===== src/rtl/fir_filter_pkg.sv =====
// -----------------------------------------------------------------------------
// fir_filter_pkg
// Shared definitions for the framed serial-to-parallel deserializer:
//   state_t        FSM state encoding (ST_IDLE, ST_SHIFT)
//   DEFAULT_WIDTH  default assembled sample width in bits
// -----------------------------------------------------------------------------
package fir_filter_pkg;

   // IDLE waits for the first frame marker; SHIFT assembles words continuously.
   typedef enum logic [0:0] {
      ST_IDLE  = 1'b0,
      ST_SHIFT = 1'b1
   } state_t;

   localparam int DEFAULT_WIDTH = 24;

endpackage : fir_filter_pkg


===== src/rtl/deserializer_framed.sv =====
// -----------------------------------------------------------------------------
// deserializer_framed
// Collects LANES serial bits per strobed beat into a WIDTH-bit word. A frame
// marker (i_sync) marks beat 0 of a word. Completed words are handed over
// through a single holding register with a valid/ready handshake.
//
// Parameters
//   WIDTH      output word width (must be a multiple of LANES)
//   LANES      serial bits delivered per beat
//   MSB_FIRST  0: first beat fills the LSB slot, 1: first beat fills the MSB slot
//
// Ports
//   i_clk       clock, all state updates on the rising edge
//   i_rst_n     asynchronous active-low reset
//   i_en        beat strobe; iv_din / i_sync only count when high
//   i_sync      frame marker, beat carrying it is beat 0 of a word
//   iv_din      lane bits of the current beat (lane 0 = lowest bit of a slot)
//   ov_dout     holding register with the last accepted word
//   o_valid     ov_dout holds a word not yet taken by the consumer
//   i_ready     consumer takes the word when o_valid && i_ready
//   o_overrun   sticky: a completed word was dropped (holding register full)
//   o_sync_err  sticky: a frame marker arrived in the middle of a word
//   i_clr_err   synchronous clear of both sticky flags (set events win)
// -----------------------------------------------------------------------------
module deserializer_framed
   import fir_filter_pkg::*;
#(
   parameter int WIDTH     = DEFAULT_WIDTH,
   parameter int LANES     = 1,
   parameter bit MSB_FIRST = 1'b0
) (
   input  logic             i_clk,
   input  logic             i_rst_n,
   input  logic             i_en,
   input  logic             i_sync,
   input  logic [LANES-1:0] iv_din,
   output logic [WIDTH-1:0] ov_dout,
   output logic             o_valid,
   input  logic             i_ready,
   output logic             o_overrun,
   output logic             o_sync_err,
   input  logic             i_clr_err
);

   localparam int BEATS = WIDTH / LANES;
   localparam int CNT_W = (BEATS > 1) ? $clog2(BEATS) : 1;
   localparam logic [CNT_W-1:0] LAST_BEAT = CNT_W'(BEATS - 1);

   // Bit offset of beat k inside the assembled word.
   function automatic int slot_base(input int k);
      return (MSB_FIRST ? (BEATS - 1 - k) : k) * LANES;
   endfunction

   state_t           state_q, state_d;
   logic [CNT_W-1:0] cnt_q, cnt_d;
   logic [WIDTH-1:0] asm_q, asm_d;
   logic [WIDTH-1:0] dout_q, dout_d;
   logic             valid_q, valid_d;
   logic             ovr_q, ovr_d;
   logic             serr_q, serr_d;

   logic             take;
   logic [CNT_W-1:0] slot;
   logic             complete;
   logic             ovr_set;
   logic             serr_set;

   always_comb begin
      state_d  = state_q;
      cnt_d    = cnt_q;
      asm_d    = asm_q;
      dout_d   = dout_q;
      valid_d  = valid_q;
      take     = 1'b0;
      slot     = '0;
      complete = 1'b0;
      ovr_set  = 1'b0;
      serr_set = 1'b0;

      // A strobed marker always restarts at beat 0; a marker without the
      // strobe is not a beat and is ignored entirely.
      if (i_en) begin
         if (i_sync) begin
            take = 1'b1;
            slot = '0;
            if ((state_q == ST_SHIFT) && (cnt_q != '0)) begin
               serr_set = 1'b1;
            end
         end else if (state_q == ST_SHIFT) begin
            take = 1'b1;
            slot = cnt_q;
         end
      end

      if (take) begin
         // Drop any partial word on a marker so no stale slots can leak.
         if (i_sync) begin
            asm_d = '0;
         end
         for (int k = 0; k < BEATS; k++) begin
            if (slot == CNT_W'(k)) begin
               asm_d[slot_base(k) +: LANES] = iv_din;
            end
         end
         if (slot == LAST_BEAT) begin
            complete = 1'b1;
            cnt_d    = '0;
         end else begin
            cnt_d = slot + 1'b1;
         end
         state_d = ST_SHIFT;
      end

      // Hand-over: a word completing while the consumer takes the old one
      // loads straight away, so back-to-back words need no bubble.
      if (complete) begin
         if (!valid_q || i_ready) begin
            dout_d  = asm_d;
            valid_d = 1'b1;
         end else begin
            ovr_set = 1'b1;
         end
      end else if (valid_q && i_ready) begin
         valid_d = 1'b0;
      end

      ovr_d  = ovr_set  | (ovr_q  & ~i_clr_err);
      serr_d = serr_set | (serr_q & ~i_clr_err);
   end

   always_ff @(posedge i_clk or negedge i_rst_n) begin
      if (!i_rst_n) begin
         state_q <= ST_IDLE;
         cnt_q   <= '0;
         asm_q   <= '0;
         dout_q  <= '0;
         valid_q <= 1'b0;
         ovr_q   <= 1'b0;
         serr_q  <= 1'b0;
      end else begin
         state_q <= state_d;
         cnt_q   <= cnt_d;
         asm_q   <= asm_d;
         dout_q  <= dout_d;
         valid_q <= valid_d;
         ovr_q   <= ovr_d;
         serr_q  <= serr_d;
      end
   end

   assign ov_dout    = dout_q;
   assign o_valid    = valid_q;
   assign o_overrun  = ovr_q;
   assign o_sync_err = serr_q;

endmodule : deserializer_framed


===== config.mk =====
export PLATFORM = sky130hd
export DESIGN_NAME = deserializer_framed
export DESIGN_NICKNAME = d
export VERILOG_FILES = /design/src/rtl/fir_filter_pkg.sv /design/src/rtl/deserializer_framed.sv
export SDC_FILE = /design/constraint.sdc
export NUM_CORES = 1
export LEC_CHECK = 0
export ABC_AREA = 1
export BUFFER_PORTS_ARGS = -buffer_cell sky130_fd_sc_hd__buf_2
export CORE_ASPECT_RATIO = 0.6
export CORE_MARGIN = 2
export CORE_UTILIZATION = 57
export DETAILED_ROUTE_END_ITERATION = 10
export GPL_TIMING_DRIVEN = 0
export PLACE_DENSITY = 0.91
export SYNTH_ARGS = -nofsm -noshare
export SYNTH_HDL_FRONTEND = slang
export SYNTH_SLANG_ARGS = --single-unit
export TNS_END_PERCENT = 10

===== constraint.sdc =====
create_clock -name i_clk -period 2.1 [get_ports i_clk]
set_input_delay 0.105 -clock i_clk [delete_from_list [all_inputs] [get_ports i_clk]]
set_output_delay 0.105 -clock i_clk [all_outputs]
set_load 0.03 [all_outputs]

==> impl_metrics.csv <==
group,metric,value,unit
run_status,status,"completed",
placement,dp_cells,411,
clock_tree,clk_pin_slew_worst_paths,0.10,ns
setup_path,path_class,"reg -> reg",
floorplanning,fp.coreArea,4230,um^2
synthesis,synth_top_area_cell,"dfrtp_1",
layout,finish.utilization,71.0,%
layout,stdcell_count,423,
global_routing,grt_pass1_vias,2066,
synthesis,synth_commonest_cells,"nand2_1 (134), dfrtp_1 (56), nor2_1 (26), inv_1 (23), o21ai_0 (20)",
placement,gp_congestion,0.974,
floorplanning,die_y,56.2,um
placement,portBuffers,32,
timing,worstMarginPinSlew,0.687,ns
synthesis,synth.avg_cell_area,8.13,um^2
synthesis,ys_top_cells_by_area,"dfrtp_1 (54%), nand2_1 (19%), o21ai_0 (3.9%), nor2_1 (3.8%), inv_1 (3.3%)",
setup_path,endpoint_kind,"flop",
synthesis,ys_warn_count,0,
route,wl,6020,um
hold_path,hp-class,"in -> reg",
clock_tree,cts_made_buffers,5,
clock_tree,ctsLongestPathBuffers,2,
route,first_pass_iters,6,
route,wl_per_cell,14.2,um
synthesis,synthesis.area,2590,um^2
floorplanning,die_w,91.1,um
synthesis,yosys_most_used_dff,"dfrtp_1",
power_and_ir_drop,power.leakage,1.61,nW
timing,max_slew_margin,54.2,%
route,drc,0,
placement,post-place-ws,-0.104,ns
floorplanning,design.die.area,5120,um^2
power_and_ir_drop,cellPowerDensity,632,nW/um^2
layout,area_delta_synth_final,16.0,%
placement,dp_hpwl,4220,um
setup_path,cp_data_arrival_time,2.14,ns
synthesis,post-synth-top-count-cell,"nand2_1",
route,drt_iter0_drc,208,
timing,fin_ws,0.178,ns
global_routing,grt_first_pass_wirelength,9830,um
layout,multiInputGateArea,1080,um^2
layout,n_antenna_cell,0,
timing,setup-violations-final,0,
synthesis,yosysSeqAreaShare,54.1,%
layout,nFillCells,351,
setup_path,required,2.32,ns
floorplanning,num_rows,18,
timing,fin_skew,0.00611,ns
global_routing,grt_antenna_before_repair,0,
setup_path,critPathLaunchType,"flop",
layout,nets,374,
floorplanning,start_util,61.2,%
timing,fmax,520,MHz
timing,final_max_slew_viol_count,0,
timing,min_period,1.92,ns
clock_tree,cts_tree,"done",
synthesis,synth.ff_latch_count,56,
clock_tree,clk_latency,0.32,ns
route,vias,2208,
route,antenna_left,0,
placement,place_area,2830,um^2
power_and_ir_drop,peakVddDrop,0.000467,V
timing,fin_crit_sh,91.5,%
clock_tree,clock-root-buffer,"clkbuf_8",
setup_path,worstRegToRegCells,11,
synthesis,synth-edff-count,0,
power_and_ir_drop,total_power,1.90,mW
synthesis,synth.distinct_cells,27,
synthesis,synth.top_cell.area_share,54.1,%
floorplanning,ios,34,
layout,drive_above_1_share,17.9,%
layout,register_area,1400,um^2
clock_tree,clock-sinks,56,
timing,setup_tns,0,ns
synthesis,synth_nets,331,
global_routing,grt_max_degree,57,
global_routing,gr-total-overflow,0,
timing,finalHoldViolCount,0,
flow_run,cap_violations,0,
timing,rsz0062_at_grt,"no",
route,vias_per_cell,5.22,
global_routing,track_usage,24.6,%
setup_path,worstPathMaxFanout,8,
hold_path,hold_path_depth,4,
synthesis,async_reset_ff_share,100,%
layout,final_cell_area,3010,um^2
timing,holdWs,0.125,ns
clock_tree,h-tree-depth,2,
synthesis,synthCells,319,
-- metal layers --
layer / global-route usage [%] / vias to the layer above / wire length, um
li1: - / 1084 / -
met1: 37.0 / 1039 / 2950
met2: 34.5 / 76 / 2650
met3: 5.96 / 9 / 341
met4: 9.31 / 0 / 81
met5: 0 / - / 0
-- path summary, 6_finish.rpt --
| kind | startpoint | end | slack [ns] |
|---|---|---|---|
| min in group asynchronous | i_rst_n | ov_dout[3] | 0.36 |
| setup / recovery | state_q | ov_dout[15] | 0.18 |
| setup reg to reg | state_q | ov_dout[15] | 0.18 |
| hold / removal | i_ready | o_valid | 0.12 |
| max in group asynchronous | i_rst_n | o_overrun | 1.28 |
| hold reg to reg | asm_q[7] | asm_q[7] | 0.48 |
-- cell type report --
type / instances / area share, %
timing repair buffer: 36 / 6.57
sequential: 56 / 46.6
clock buffer: 6 / 2.75
tap: 60 / 2.50
inverter: 26 / 3.29
buffer: 9 / 1.75
multi-input combinational: 228 / 36.1
clock inverter: 2 / 0.499
-- where the power goes --
group          total [mW]  switching [mW]  internal (mW)
sequential           1.11          0.0130           1.10
clock               0.622           0.354          0.268
combinational       0.167           0.123         0.0439
-- cells by family after synthesis --
kind of cell    count (synthesis)  share of synthesized area (%)
simple gates                  194                           31.7
flops                          56                           54.1
buf+inv                        35                           5.84
compound gates                 29                           5.98
fa+ha+maj                       5                           2.41
-- registers in the layout, indices dropped and copies added, names as in the netlist --
name        flops
o_overrun       1
o_sync_err      1
state_q         1
asm_q          23
o_valid         1
cnt_q           5
ov_dout        24
-- worst max-delay path, stage by stage (launching register included) --
cell and delay [ns]:
dfrtp_1 0.42, nand2_4 0.14, nor3_4 0.28, ha_4 0.21, inv_1 0.11, nor2_1 0.13
ha_1 0.17, o21ai_0 0.09, nand2_1 0.07, nand2_1 0.07, nand2_1 0.08, nand2_1 0.05
-- timing repair --
action / 4_1_cts / 5_1_grt
gates resized for setup: 2 / 8
setup endpoints to repair: 22 / 24
pin swaps: 0 / 2
setup buffers: 0 / 2
hold buffers: 1 / 1
hold endpoints to repair: 2 / 56
-- cell usage in the layout, fill, tap and decap left out, types with 2 or more instances in the layout --
master / Yosys / routed
o21ai_0: 20 / 19
nor2_1: 26 / 25
nand2_2: 2 / 2
o21ai_1: 2 / 3
o22ai_1: 4 / 4
nor2_2: 1 / 2
dlygate4sd3_1: 0 / 2
clkbuf_8: 0 / 6
clkinvlp_4: 0 / 2
and2_1: 2 / 2
clkbuf_1: 4 / 4
nand2_1: 134 / 133
inv_2: 2 / 2
nand2_4: 1 / 2
ha_1: 5 / 4
nor3_4: 0 / 2
inv_1: 23 / 23
nand3_2: 2 / 2
buf_4: 0 / 3
a31oi_1: 2 / 2
nand4_1: 3 / 3
buf_2: 3 / 34
buf_6: 2 / 2
dfrtp_1: 56 / 56
nand3_1: 17 / 17
Power figures use the tool's default switching activity.
